File: config.mk
export PLATFORM = sky130hd
export DESIGN_NAME = frame_dump_ctrl
export DESIGN_NICKNAME = d
export VERILOG_FILES = /design/src/rtl/frame_dump_pkg.sv /design/src/rtl/frame_dump_debounce.sv /design/src/rtl/frame_dump_ctrl.sv
export SDC_FILE = /design/constraint.sdc
export NUM_CORES = 1
export LEC_CHECK = 0
export BUFFER_PORTS_ARGS = -buffer_cell sky130_fd_sc_hd__buf_4
export CORE_ASPECT_RATIO = 1.75
export CORE_UTILIZATION = 50
export DETAILED_ROUTE_END_ITERATION = 8
export PLACE_DENSITY = 0.71
export RECOVER_POWER = 50
export SLEW_MARGIN = 5
export SYNTH_ARGS = -nofsm -noshare
export SYNTH_HDL_FRONTEND = slang
export SYNTH_SLANG_ARGS = --single-unit
export TNS_END_PERCENT = 5
File: constraint.sdc
create_clock -name sys_clk_i -period 2.6 [get_ports sys_clk_i]
set_clock_uncertainty 0.2 [all_clocks]
set_input_delay 0.39 -clock sys_clk_i [delete_from_list [all_inputs] [get_ports sys_clk_i]]
set_output_delay 0.39 -clock sys_clk_i [all_outputs]
set_load 0.005 [all_outputs]
File: src/rtl/frame_dump_pkg.sv
// frame_dump_pkg: shared state encoding and header magic bytes for the frame dump sequencer.
package frame_dump_pkg;
    typedef enum logic [2:0] {IDLE, HEADER, FETCH, SEND, DONE} state_e;
    localparam logic [7:0] HDR_MAGIC0 = 8'h46;
    localparam logic [7:0] HDR_MAGIC1 = 8'h44;
endpackage

File: src/rtl/frame_dump_debounce.sv
// frame_dump_debounce: synchronises the raw trigger, debounces it and emits a one-cycle start pulse.
module frame_dump_debounce import frame_dump_pkg::*; #(
    parameter int DEBOUNCE_BITS = 14
) (
    input  logic clk_i,
    input  logic rst_i,
    input  logic trigger_i,
    input  logic idle_i,
    output logic start_o
);
    logic [1:0] sync_q;
    logic [DEBOUNCE_BITS-1:0] deb_q;
    logic armed_q;
    logic full;
    assign full = &deb_q;
    assign start_o = full & armed_q & idle_i;
    // Armed drops on reaching full count even when busy, so triggers during a dump are not queued.
    always_ff @(posedge clk_i) begin
        if (rst_i) begin
            sync_q  <= '0;
            deb_q   <= '0;
            armed_q <= 1'b1;
        end else begin
            sync_q  <= {sync_q[0], trigger_i};
            deb_q   <= !sync_q[1] ? '0 : full ? deb_q : deb_q + 1'b1;
            armed_q <= !sync_q[1] ? 1'b1 : full ? 1'b0 : armed_q;
        end
    end
endmodule

File: src/rtl/frame_dump_ctrl.sv
// frame_dump_ctrl: dumps the downsample buffer over the UART as a header plus MSB-first words.
module frame_dump_ctrl import frame_dump_pkg::*; #(
    parameter int WIDTH         = 40,
    parameter int HEIGHT        = 30,
    parameter int READ_LAT      = 1,
    parameter int DEBOUNCE_BITS = 14,
    parameter int HOLDOFF_BITS  = 13
) (
    input  logic        sys_clk_i,
    input  logic        sys_rst_i,
    input  logic        trigger_i,
    input  logic        abort_i,
    output logic [5:0]  read_x_o,
    output logic [4:0]  read_y_o,
    input  logic [31:0] read_q_i,
    input  logic        uart_busy_i,
    output logic        uart_wr_o,
    output logic [7:0]  uart_dat_o,
    output logic        busy_o,
    output logic        done_o
);
    localparam int LW = $clog2(READ_LAT + 2);
    state_e state_q;
    logic [HOLDOFF_BITS-1:0] hold_q;
    logic [1:0]  hdr_q, z_q;
    logic [5:0]  x_q;
    logic [4:0]  y_q;
    logic [LW-1:0] lat_q;
    logic [31:0] word_q;
    logic        wr_q, done_q;
    logic [7:0]  dat_q;
    logic start, gate, active, writing, last_x, last_y;
    logic [7:0] hdr_byte, word_byte;
    frame_dump_debounce #(.DEBOUNCE_BITS(DEBOUNCE_BITS)) u_deb (
        .clk_i    (sys_clk_i),
        .rst_i    (sys_rst_i),
        .trigger_i(trigger_i),
        .idle_i   (state_q == IDLE),
        .start_o  (start)
    );
    always_comb begin
        gate      = (&hold_q) & !uart_busy_i & !wr_q;
        active    = state_q == HEADER || state_q == FETCH || state_q == SEND;
        writing   = gate && (state_q == HEADER || state_q == SEND);
        last_x    = x_q == 6'(WIDTH - 1);
        last_y    = y_q == 5'(HEIGHT - 1);
        hdr_byte  = hdr_q == 2'd0 ? HDR_MAGIC0 : hdr_q == 2'd1 ? HDR_MAGIC1 :
                    hdr_q == 2'd2 ? 8'(WIDTH) : 8'(HEIGHT);
        word_byte = 8'(word_q >> {~z_q, 3'b000});
    end
    always_ff @(posedge sys_clk_i) begin
        if (sys_rst_i) begin
            state_q <= IDLE;
            hold_q  <= '1;
            hdr_q   <= '0;
            z_q     <= '0;
            x_q     <= '0;
            y_q     <= '0;
            lat_q   <= '0;
            word_q  <= '0;
            wr_q    <= 1'b0;
            dat_q   <= '0;
            done_q  <= 1'b0;
        end else begin
            hold_q <= (wr_q | uart_busy_i) ? '0 : (&hold_q) ? hold_q : hold_q + 1'b1;
            wr_q   <= writing;
            done_q <= 1'b0;
            if (writing) dat_q <= state_q == HEADER ? hdr_byte : word_byte;
            case (state_q)
                IDLE: if (start) begin
                    state_q <= HEADER;
                    hdr_q   <= '0;
                    z_q     <= '0;
                    x_q     <= '0;
                    y_q     <= '0;
                    lat_q   <= '0;
                end
                HEADER: if (gate) begin
                    hdr_q <= hdr_q + 1'b1;
                    if (hdr_q == 2'd3) state_q <= FETCH;
                end
                FETCH: if (lat_q == LW'(READ_LAT)) begin
                    word_q  <= read_q_i;
                    lat_q   <= '0;
                    state_q <= SEND;
                end else lat_q <= lat_q + 1'b1;
                SEND: if (gate) begin
                    z_q <= z_q + 1'b1;
                    if (z_q == 2'd3) begin
                        if (last_x && last_y) begin
                            state_q <= DONE;
                            done_q  <= 1'b1;
                        end else begin
                            x_q     <= last_x ? '0 : x_q + 1'b1;
                            y_q     <= last_x ? y_q + 1'b1 : y_q;
                            state_q <= FETCH;
                        end
                    end
                end
                DONE: state_q <= IDLE;
                default: state_q <= IDLE;
            endcase
            // A byte issued alongside abort still goes out; the dump then ends.
            if (abort_i && active) begin
                state_q <= DONE;
                done_q  <= 1'b1;
            end
        end
    end
    assign read_x_o   = x_q;
    assign read_y_o   = y_q;
    assign uart_wr_o  = wr_q;
    assign uart_dat_o = dat_q;
    assign busy_o     = state_q != IDLE;
    assign done_o     = done_q;
endmodule
==> impl_metrics.tcl <==
set metrics [dict create \
    outcome "completed" \
    cts-root-buf "sky130_fd_sc_hd__clkbuf_16" \
    cts.sink_count 92 \
    finalHoldViolCount 0 \
    reg2regPathDepth 8 \
    timing.critical_path.slowest_cell_delay_ns 0.37 \
    worstSetupPathDepth 8 \
    setup.worst_path.start_class "flip-flop" \
    synth-async-reset-ratio_pct 0 \
    rr_startpoint "hold_q[0]" \
    ctsLongestPathBuffers 2 \
    wl_per_cell_um 14.4 \
    num_antenna_cells 0 \
    critical-path-top-delay-family "simple AND/OR/NAND/NOR gates" \
    timing.slew.headroom_pct 34.2 \
    die-area_mm2 0.00913 \
    hp-class "in -> reg" \
    power_leakage_nw 1.93 \
    syn_avg_cell_area_um2 8.50 \
    global_route.overflow_total 0 \
    report.final.slew_viol_count 0 \
    holdWs_ns 0.0651 \
    dpl_cell_area_mm2 0.00489 \
    grt_start_max_net_pins 39 \
    synth_edf_count 0 \
    post-route-cell-area_mm2 0.00517 \
    setup_tns_ns 0 \
    worstPathRequired_ns 2.67 \
    synthesis.area_mm2 0.00437 \
    via_count_of_the_first_global_routing_pass 3855 \
    worst-endpoint-arrival_ns 2.49 \
    synth-seq-cells 92 \
    final-setup-viol-count 0 \
    drt_iter0_markers 170 \
    ff2ff_setup_slack_ns 0.18 \
    totalWireLength_um 9810 \
    syn_to_final_growth_pct 18.5 \
    yosysWarningCount 0 \
    synthesis.instances 514 \
    kind_of_critical_path "reg -> reg" \
    synth.yosys.seq_area_share_pct 42.2 \
    max_cap_violations 0 \
    hold_depth 2 \
    drt_pass1_iterations 4 \
    setup.worst_path.start "hold_q[0]" \
    place.gp.congestion 0.862 \
    cts_hold_buffers 0 \
    endpoint "uart_dat_o[5]" \
    drive_above_1_share_pct 19.3 \
    finalWorstPathRequiredPeriod_ns 2.42 \
    rsz0062_at_grt "no" \
    syn_nets 563 \
    final_critical_path_setup_slack_ns 0.181 \
    global_route_wire_length_before_repair_um 16900 \
    path_cells "ha_1 -> and4_1 -> and4_1 -> buf_4 -> nor2b_1 -> buf_4 -> nand2_1 -> a21oi_1" \
    cts_tree "done" \
    fmaxAchievable_mhz 413 \
    postSynth.topFlopCell "sky130_fd_sc_hd__dfxtp_1" \
    endpoint_kind "flip-flop" \
    antenna_found_initial 0 \
    detailedPlacementHpwl_um 7090 \
    portBuffers 58 \
    postRouteAntennaNets 0 \
    cts_buffers 9 \
    via_per_inst 5.56 \
    placeableCoreArea_mm2 0.00837 \
    die_width_um 72.6 \
    remaining_drc_errors 0 \
    period_utilization_pct 93.0 \
    pre_cts_slack_ns 0.228 \
    path_max_fanout 9 \
    chipHeight_um 126 \
    max-vdd-ir-drop_mv 0.411 \
    critPathSlowestCell "sky130_fd_sc_hd__dfxtp_1" \
    nFillCells 776 \
    postCtsResizedCells 0 \
    clock_latency_ns 0.34 \
    pin_count 59 \
    initial_utilization_pct 52.2 \
    critical_path.n_buffers_inverters 2 \
    worstReg2RegEnd "uart_dat_o[5]" \
    vias 3778 \
    post-cts-setup-buffers 0 \
    tightest_slew_ns 0.987 \
    cts.htree.levels 3 \
    design.final.nets 609 \
    final_core_util_pct 61.8 \
    path_clk_slew_ns 0.06 \
    grt_usage_pct 23.2 \
    powerDensity_mw_per_mm2 541 \
    core.rowCount 44 \
    synthDistinctLibCells 57 \
]
## power by group
part           internal, mW  switching (mW)  leakage, nW
combinational        0.0712          0.0619         1.05
clock                 0.701           0.523        0.136
sequential             1.43          0.0160        0.746
total                  2.20           0.601         1.93
## metal layers
layer  track usage [%]  up-vias  wire, µm
met2              41.2       77      5120
met1              26.4     1772      4180
li1                  -     1911         -
met4              9.23        0       211
met5                 0        -         0
met3              4.80       18       296
## cells by family (layout without fill, tap and decap cells)
| family | after synthesis | in the layout | share of synthesized area, % |
|---|---|---|---|
| buffers and inverters | 43 | 94 | 3.98 |
| adder cells (fa/ha/maj) | 12 | 12 | 3.44 |
| XOR/XNOR | 14 | 14 | 2.81 |
| AO/OA/AOI/OAI | 127 | 127 | 17.6 |
| multiplexers | 14 | 14 | 5.62 |
| flip-flops | 92 | 92 | 42.2 |
| AND/OR/NAND/NOR | 212 | 212 | 24.4 |
## worst min-delay path by stage
stage | start | endpoint | slack [ns]
3_5_place_dp | u_deb.sync_q[0] | u_deb.sync_q[1] | 0.23
5_1_grt | trigger_i | u_deb.sync_q[0] | 0.09
4_1_cts | trigger_i | u_deb.sync_q[0] | 0.07
6_report | trigger_i | u_deb.sync_q[0] | 0.07
3_3_place_gp | u_deb.sync_q[0] | u_deb.sync_q[1] | 0.22
2_1_floorplan | u_deb.sync_q[0] | u_deb.sync_q[1] | 0.21
## cell usage in the layout (no fill, tap or decap), types with 4 or more instances in the layout
master / instances
sky130_fd_sc_hd__and4_1: 6
sky130_fd_sc_hd__a21o_1: 9
sky130_fd_sc_hd__nor2b_1: 7
sky130_fd_sc_hd__clkbuf_1: 4
sky130_fd_sc_hd__nor3_1: 4
sky130_fd_sc_hd__a31oi_1: 10
sky130_fd_sc_hd__mux2_2: 4
sky130_fd_sc_hd__mux4_2: 8
sky130_fd_sc_hd__xnor2_1: 10
sky130_fd_sc_hd__clkbuf_4: 21
sky130_fd_sc_hd__or4_1: 4
sky130_fd_sc_hd__o21ai_0: 18
sky130_fd_sc_hd__ha_1: 12
sky130_fd_sc_hd__dfxtp_1: 92
sky130_fd_sc_hd__nand4_1: 10
sky130_fd_sc_hd__buf_4: 46
sky130_fd_sc_hd__nand2b_1: 6
sky130_fd_sc_hd__xor2_1: 4
sky130_fd_sc_hd__a21oi_1: 61
sky130_fd_sc_hd__nand3_1: 19
sky130_fd_sc_hd__inv_1: 8
sky130_fd_sc_hd__or2_2: 4
sky130_fd_sc_hd__nor2_1: 26
sky130_fd_sc_hd__and3_1: 9
sky130_fd_sc_hd__o31ai_1: 4
sky130_fd_sc_hd__nand2_1: 98
sky130_fd_sc_hd__a211oi_1: 4
sky130_fd_sc_hd__clkbuf_16: 9
## sequential cells by signal (all words and copies together) (netlist names)
name,cells
u_deb.sync_q,2
word_q,32
lat_q,2
hold_q,13
read_x_o,6
uart_dat_o,8
u_deb.deb_q,14
done_o,1
state_q,3
hdr_q,2
z_q,2
u_deb.armed_q,1
uart_wr_o,1
read_y_o,5
## per-stage QoR
step / power (mW) / instances
CTS: 2.83 / 680
finish: 2.80 / 680
detailed placement: 1.61 / 664
global route: 2.90 / 680
floorplan: 1.55 / 514
global placement: 1.61 / 664
## synth_stat cells, types with 3 or more instances
| cell type | n | area, µm² |
|---|---|---|
| sky130_fd_sc_hd__nor3_1 | 4 | 20.0 |
| sky130_fd_sc_hd__xor2_1 | 4 | 35.0 |
| sky130_fd_sc_hd__nand2b_1 | 6 | 37.5 |
| sky130_fd_sc_hd__and4_1 | 6 | 52.6 |
| sky130_fd_sc_hd__o31ai_1 | 4 | 30.0 |
| sky130_fd_sc_hd__dfxtp_1 | 92 | 1840 |
| sky130_fd_sc_hd__xnor2_1 | 10 | 87.6 |
| sky130_fd_sc_hd__a211oi_1 | 4 | 30.0 |
| sky130_fd_sc_hd__a21o_1 | 9 | 67.6 |
| sky130_fd_sc_hd__nor2b_1 | 7 | 43.8 |
| sky130_fd_sc_hd__nor2_1 | 26 | 97.6 |
| sky130_fd_sc_hd__inv_1 | 8 | 30.0 |
| sky130_fd_sc_hd__nand4_1 | 10 | 62.6 |
| sky130_fd_sc_hd__nor3b_1 | 3 | 22.5 |
| sky130_fd_sc_hd__a31oi_1 | 10 | 62.6 |
| sky130_fd_sc_hd__ha_1 | 12 | 150 |
| sky130_fd_sc_hd__nand3_1 | 19 | 95.1 |
| sky130_fd_sc_hd__a21oi_1 | 61 | 305 |
| sky130_fd_sc_hd__and3_1 | 9 | 56.3 |
| sky130_fd_sc_hd__nand2_1 | 98 | 368 |
| sky130_fd_sc_hd__clkbuf_1 | 25 | 93.8 |
| sky130_fd_sc_hd__mux4_2 | 8 | 180 |
| sky130_fd_sc_hd__or2_2 | 4 | 25.0 |
| sky130_fd_sc_hd__o21ai_0 | 18 | 90.1 |
| sky130_fd_sc_hd__mux2_2 | 4 | 45.0 |
| sky130_fd_sc_hd__o21bai_1 | 3 | 22.5 |
| sky130_fd_sc_hd__buf_2 | 10 | 50.1 |
| sky130_fd_sc_hd__or4_1 | 4 | 30.0 |
## area by class of cell
class / instances / area (µm²) / share of cell area (%)
Multi-Input combinational cell: 379 / 2360 / 45.6
Sequential cell: 92 / 1840 / 35.6
Timing Repair Buffer: 70 / 515 / 9.96
Clock buffer: 13 / 260 / 5.03
Tap cell: 115 / 144 / 2.78
Inverter: 8 / 30.0 / 0.580
Clock inverter: 3 / 21.3 / 0.411
No activity file was read; power rests on OpenSTA's default activity.
